--- config.mk ---
export PLATFORM = sky130hd
export DESIGN_NAME = add_sub_pipe_flat
export DESIGN_NICKNAME = d
export VERILOG_FILES = /design/src/rtl/add_sub_pipe_pkg.sv /design/src/rtl/add_sub_pipe_if.sv /design/src/rtl/add_sub_pipe_add_chunk.sv /design/src/rtl/add_sub_pipe.sv /design/src/flat_wrapper.sv
export SDC_FILE = /design/constraint.sdc
export NUM_CORES = 1
export LEC_CHECK = 0
export CAP_MARGIN = 20
export CORE_MARGIN = 8
export CORE_UTILIZATION = 38
export CTS_BUF_LIST = sky130_fd_sc_hd__clkbuf_16
export DETAILED_ROUTE_END_ITERATION = 10
export DONT_BUFFER_PORTS = 1
export PLACE_DENSITY_LB_ADDON = 0.25
export SETUP_SLACK_MARGIN = 0.15
export SYNTH_ARGS = -nofsm -noshare
export SYNTH_HDL_FRONTEND = slang
export SYNTH_SLANG_ARGS = --single-unit
export TNS_END_PERCENT = 100
--- constraint.sdc ---
create_clock -name clk -period 8.4 [get_ports clk]
set_input_delay 1.68 -clock clk [delete_from_list [all_inputs] [get_ports clk]]
set_output_delay 1.68 -clock clk [all_outputs]
set_load 0.02 [all_outputs]
--- src/rtl/add_sub_pipe_pkg.sv ---
// Shared constants and helpers for the chunked pipelined adder/subtractor.
package add_sub_pipe_pkg;

  localparam int unsigned DEF_WIDTH  = 16;
  localparam int unsigned DEF_STAGES = 4;

  typedef enum logic {
    MODE_ADD = 1'b0,
    MODE_SUB = 1'b1
  } mode_e;

  typedef struct packed {
    logic c;
    logic ovf;
  } flags_t;

  function automatic int unsigned chunk_width(input int unsigned width, input int unsigned stages);
    return width / stages;
  endfunction

  // Subtraction is a + ~b + 1, so the incoming carry is forced in SUB mode.
  function automatic logic carry_in0(input logic sub, input logic cin);
    return (mode_e'(sub) == MODE_SUB) ? 1'b1 : cin;
  endfunction

endpackage

--- src/rtl/add_sub_pipe_if.sv ---
// Operand/result handshake bundle for add_sub_pipe.
interface add_sub_pipe_if
  import add_sub_pipe_pkg::*;
#(
  parameter int unsigned WIDTH = DEF_WIDTH
);
  logic             in_valid;
  logic             in_ready;
  logic [WIDTH-1:0] a;
  logic [WIDTH-1:0] b;
  logic             cin;
  logic             sub;
  logic             out_valid;
  logic             out_ready;
  logic [WIDTH-1:0] s;
  logic             c;
  logic             ovf;

  modport master (
    output in_valid, a, b, cin, sub, out_ready,
    input  in_ready, out_valid, s, c, ovf
  );

  modport slave (
    input  in_valid, a, b, cin, sub, out_ready,
    output in_ready, out_valid, s, c, ovf
  );
endinterface

--- src/rtl/add_sub_pipe_add_chunk.sv ---
// Ripple full-adder chain for one pipeline chunk; also exposes the carry into its MSB.
module add_chunk #(
  parameter int unsigned W = 4
) (
  input  logic [W-1:0] a,
  input  logic [W-1:0] b,
  input  logic         ci,
  output logic [W-1:0] s,
  output logic         co,
  output logic         cmsb
);
  logic [W:0] cy;

  always_comb begin
    cy    = '0;
    s     = '0;
    cy[0] = ci;
    for (int i = 0; i < int'(W); i++) begin
      s[i]    = a[i] ^ b[i] ^ cy[i];
      cy[i+1] = (a[i] & b[i]) | (cy[i] & (a[i] ^ b[i]));
    end
  end

  assign co   = cy[W];
  assign cmsb = cy[W-1];
endmodule

--- src/rtl/add_sub_pipe.sv ---
// Pipelined add/sub: one CHUNK-bit slice per stage, operands and partial sums ride along.
module add_sub_pipe
  import add_sub_pipe_pkg::*;
#(
  parameter int unsigned WIDTH  = DEF_WIDTH,
  parameter int unsigned STAGES = DEF_STAGES
) (
  input  logic          clk,
  input  logic          rst_n,
  add_sub_pipe_if.slave bus
);
  localparam int unsigned CHUNK = chunk_width(WIDTH, STAGES);

  logic             v_q   [STAGES];
  logic [WIDTH-1:0] a_q   [STAGES];
  logic [WIDTH-1:0] b_q   [STAGES];
  logic [WIDTH-1:0] sum_q [STAGES];
  flags_t           fl_q  [STAGES];

  logic             op_v   [STAGES];
  logic [WIDTH-1:0] op_a   [STAGES];
  logic [WIDTH-1:0] op_b   [STAGES];
  logic [WIDTH-1:0] op_sum [STAGES];
  logic             op_ci  [STAGES];
  logic [WIDTH-1:0] sum_nx [STAGES];
  logic [CHUNK-1:0] ch_s   [STAGES];
  logic             ch_co  [STAGES];
  logic             ch_cm  [STAGES];

  logic advance;

  // Whole pipe moves together; it only stalls when a result is waiting unclaimed.
  assign advance      = !v_q[STAGES-1] || bus.out_ready;
  assign bus.in_ready = advance;

  for (genvar k = 0; k < int'(STAGES); k++) begin : g_stage
    localparam int unsigned      LSB  = k * CHUNK;
    localparam logic [WIDTH-1:0] MASK = WIDTH'({CHUNK{1'b1}}) << LSB;

    if (k == 0) begin : g_head
      assign op_v[k]   = bus.in_valid;
      assign op_a[k]   = bus.a;
      assign op_b[k]   = (mode_e'(bus.sub) == MODE_SUB) ? ~bus.b : bus.b;
      assign op_ci[k]  = carry_in0(bus.sub, bus.cin);
      assign op_sum[k] = '0;
    end else begin : g_body
      assign op_v[k]   = v_q[k-1];
      assign op_a[k]   = a_q[k-1];
      assign op_b[k]   = b_q[k-1];
      assign op_ci[k]  = fl_q[k-1].c;
      assign op_sum[k] = sum_q[k-1];
    end

    add_chunk #(.W(CHUNK)) u_add (
      .a    (op_a[k][LSB +: CHUNK]),
      .b    (op_b[k][LSB +: CHUNK]),
      .ci   (op_ci[k]),
      .s    (ch_s[k]),
      .co   (ch_co[k]),
      .cmsb (ch_cm[k])
    );

    assign sum_nx[k] = (op_sum[k] & ~MASK) | (WIDTH'(ch_s[k]) << LSB);
  end

  // Stage registers; overflow is only meaningful out of the last stage.
  always_ff @(posedge clk) begin
    if (!rst_n) begin
      for (int k = 0; k < int'(STAGES); k++) begin
        v_q[k]   <= 1'b0;
        a_q[k]   <= '0;
        b_q[k]   <= '0;
        sum_q[k] <= '0;
        fl_q[k]  <= '0;
      end
    end else if (advance) begin
      for (int k = 0; k < int'(STAGES); k++) begin
        v_q[k]   <= op_v[k];
        a_q[k]   <= op_a[k];
        b_q[k]   <= op_b[k];
        sum_q[k] <= sum_nx[k];
        fl_q[k]  <= '{c: ch_co[k], ovf: ch_co[k] ^ ch_cm[k]};
      end
    end
  end

  assign bus.out_valid = v_q[STAGES-1];
  assign bus.s         = sum_q[STAGES-1];
  assign bus.c         = fl_q[STAGES-1].c;
  assign bus.ovf       = fl_q[STAGES-1].ovf;
endmodule

--- src/flat_wrapper.sv ---
// flat-port wrapper written by rule: the top's interface ports become plain ports
module add_sub_pipe_flat import add_sub_pipe_pkg::*;
#(
  parameter int unsigned WIDTH  = DEF_WIDTH,
  parameter int unsigned STAGES = DEF_STAGES
)
  (clk, rst_n, bus_in_valid, bus_a, bus_b, bus_cin, bus_sub, bus_out_ready, bus_in_ready, bus_out_valid, bus_s, bus_c, bus_ovf);
  add_sub_pipe_if #(.WIDTH(WIDTH)) bus_i ();
  input  logic clk;
  input  logic rst_n;
  input wire logic [$bits(bus_i.in_valid)-1:0] bus_in_valid;
  input wire logic [$bits(bus_i.a)-1:0] bus_a;
  input wire logic [$bits(bus_i.b)-1:0] bus_b;
  input wire logic [$bits(bus_i.cin)-1:0] bus_cin;
  input wire logic [$bits(bus_i.sub)-1:0] bus_sub;
  input wire logic [$bits(bus_i.out_ready)-1:0] bus_out_ready;
  output wire logic [$bits(bus_i.in_ready)-1:0] bus_in_ready;
  output wire logic [$bits(bus_i.out_valid)-1:0] bus_out_valid;
  output wire logic [$bits(bus_i.s)-1:0] bus_s;
  output wire logic [$bits(bus_i.c)-1:0] bus_c;
  output wire logic [$bits(bus_i.ovf)-1:0] bus_ovf;
  assign bus_i.in_valid = bus_in_valid;
  assign bus_i.a = bus_a;
  assign bus_i.b = bus_b;
  assign bus_i.cin = bus_cin;
  assign bus_i.sub = bus_sub;
  assign bus_i.out_ready = bus_out_ready;
  assign bus_in_ready = bus_i.in_ready;
  assign bus_out_valid = bus_i.out_valid;
  assign bus_s = bus_i.s;
  assign bus_c = bus_i.c;
  assign bus_ovf = bus_i.ovf;
  add_sub_pipe #(.WIDTH(WIDTH), .STAGES(STAGES)) u_core (.clk(clk), .rst_n(rst_n), .bus(bus_i));
endmodule
==> out/metrics.yaml <==
status:
  status: "finished, final reports clean"
sta:
  setup_viol: 0
  grt_setup_unrepaired: "no"
  slew_viol_final: 0
  hold_violations: 0
  min_period_ps: 4360
  fin_crit_sh_pct: 51.9
  finalSetupTns_ps: 0
  worst_pin_slew_ps: 825
  slew_headroom_pct: 45.0
  skew_ps: 6.21
  fmax_mhz: 229
clocking:
  clk_latency_ps: 340
  cts_tree: "yes"
  ctsResizeCount: 0
  htree_num_levels: 3
  root_buffer: "clkbuf_16"
  cts.path.max_buffers: 2
  hold_buffers: 0
  cts.clk_slew.worst_paths_ps: 60
  cts_sinks: 97
  numCtsBuffers: 9
  postCtsSetupBuffers: 0
layout:
  multiInputGateArea_um2: 1100
  seq_area_um2: 2880
  layout.nets: 329
  diodes: 0
  layout-drive-gt1-share_pct: 6.79
  area_growth_pct: 8.03
  nFillCells: 1002
  final_cells: 420
drt:
  initialDrtViolationCount: 142
  drt-wirelength-per-cell_um: 16.6
  drtAntennaViolNets: 0
  drc: 0
  vias_per_cell: 4.83
  num_vias: 2030
  totalWireLength_um: 6950
  dr.pass1.iters: 4
worst_setup_path:
  slowest_stage: "nor2b_4"
  crit_family: "simple AND/OR/NAND/NOR gates"
  crit_required_ps: 6720
  crit_arrival_ps: 2680
  endpoint_kind: "output pin"
  path_buf_inv: 1
  path_class: "in -> out"
  r2r_slack_ps: 5970
  cp_cell_sequence: "nor2b_4 -> inv_6"
  crit_fanout: 72
  cp-start-kind: "input port"
  cp_slowest_stage_delay_ps: 630
synth:
  synth_area_leaders: "edfxtp_1 66%, and3_1 10%, fa_1 7.5%"
  synth.avg_cell_area_um2: 15.0
  synth_fp_nets: 338
  async_flop_share_pct: 0
  yosysMostFrequentCell: "edfxtp_1"
  synth-seq-cells: 97
  synth.distinct_cells: 18
  yosysWarnings: 0
  ys_seq_area_share_pct: 67.8
  synthFlopType: "edfxtp_1"
  synth_top_area_share_pct: 66.4
  synth.largest_area_cell: "edfxtp_1"
  syn_area_um2: 4250
  synth_edf_count: 94
  synthCells: 284
  netlist_top_cells_count: "94 x edfxtp_1, 70 x and3_1, 27 x inv_1"
grt:
  grt-ovfl-total: 0
  grt_max_degree: 95
  grt_pass1_wl_um: 11300
  grt_pass1_vias: 2138
  grt_antenna_before_repair: 0
  track_usage_pct: 9.99
floorplanning:
  start_util_pct: 39.0
  core_um2: 10900
  io_pins: 58
  die_h_um: 122
  die_w_um: 122
  dieArea_um2: 14800
  row_count: 38
worst_hold_path:
  hp-class: "reg -> reg"
pwr:
  power_density_nw_per_um2: 223
  leakage_nw: 2.01
  vdd_drop_max_mv: 0.121
placed_design:
  gp_congestion: 0.692
  hpwl_um: 4140
  placed_cells: 403
  numPortBuffers: 0
job:
  maxCapViolCount: 0
path summary, 6_finish.rpt:
check	from	depth (start not counted)	to
min reg2reg	u_core.v_q[2]	2	u_core.v_q[2]
min	u_core.v_q[2]	2	u_core.v_q[2]
max reg2reg	u_core.a_q[0][44]	8	u_core.sum_q[3][15]
max	bus_out_ready	2	bus_in_ready
per-stage QoR:
stage / setup WS, ps / instance area (um^2) / power, mW / utilization, % / hold slack [ps]
2_1_floorplan: 3840 / 4250 / 0.636 / - / 434
5_1_grt: 3930 / 4590 / 1.06 / 42.2 / 501
3_3_place_gp: 4040 / 4280 / 0.640 / 39.3 / 444
3_5_place_dp: 4000 / 4280 / 0.642 / 39.3 / 473
4_1_cts: 4000 / 4570 / 1.04 / 41.9 / 482
6_report: 4040 / 4590 / 1.02 / 42.2 / 475
state kept, by name, indices dropped and copies added (netlist names):
signal        cells
u_core.a_q       24
u_core.b_q       24
u_core.fl_q       5
u_core.v_q        4
u_core.sum_q     40
cell type report:
type	count	area share [%]
inverter	28	2.40
tap	140	3.81
clock buffer	9	4.90
clock inverter	7	1.39
sequential	97	62.8
timing repair buffer	2	0.763
multi-input combinational	137	24.0
metal layers:
metal / global-route usage [%] / share of wire (%) / up-vias
met1: 12.1 / 46 / 990
met4: 3.93 / 1.4 / 0
met3: 3.93 / 4.8 / 10
met5: 0 / 0 / -
met2: 15.7 / 47 / 44
li1: - / - / 986
where the power goes:
part	internal (mW)	total, mW	switching, mW
Combinational	0.0251	0.0489	0.0238
Sequential	0.566	0.581	0.0150
Clock	0.228	0.393	0.165
Total	0.819	1.02	0.204
cell families after synthesis:
| kind of cell | after synthesis | synth area share [%] |
|---|---|---|
| adder cells (fa/ha/maj) | 16 | 7.53 |
| buffers and inverters | 50 | 6.47 |
| flip-flops | 97 | 67.8 |
| XOR/XNOR | 17 | 3.50 |
| multiplexers | 3 | 0.706 |
| AND/OR/NAND/NOR | 101 | 14.0 |
layout by cell type, fill, tap and decap left out, types with 2 or more instances in the layout:
| cell type | count |
|---|---|
| and3_1 | 70 |
| clkbuf_16 | 9 |
| clkinv_2 | 2 |
| dfxtp_1 | 3 |
| edfxtp_1 | 94 |
| fa_1 | 16 |
| inv_1 | 29 |
| mux2i_1 | 3 |
| nand2_1 | 4 |
| nor3_1 | 24 |
| xnor2_1 | 14 |
| xor2_1 | 3 |
Note: power is estimated with default switching activity, not from simulation.
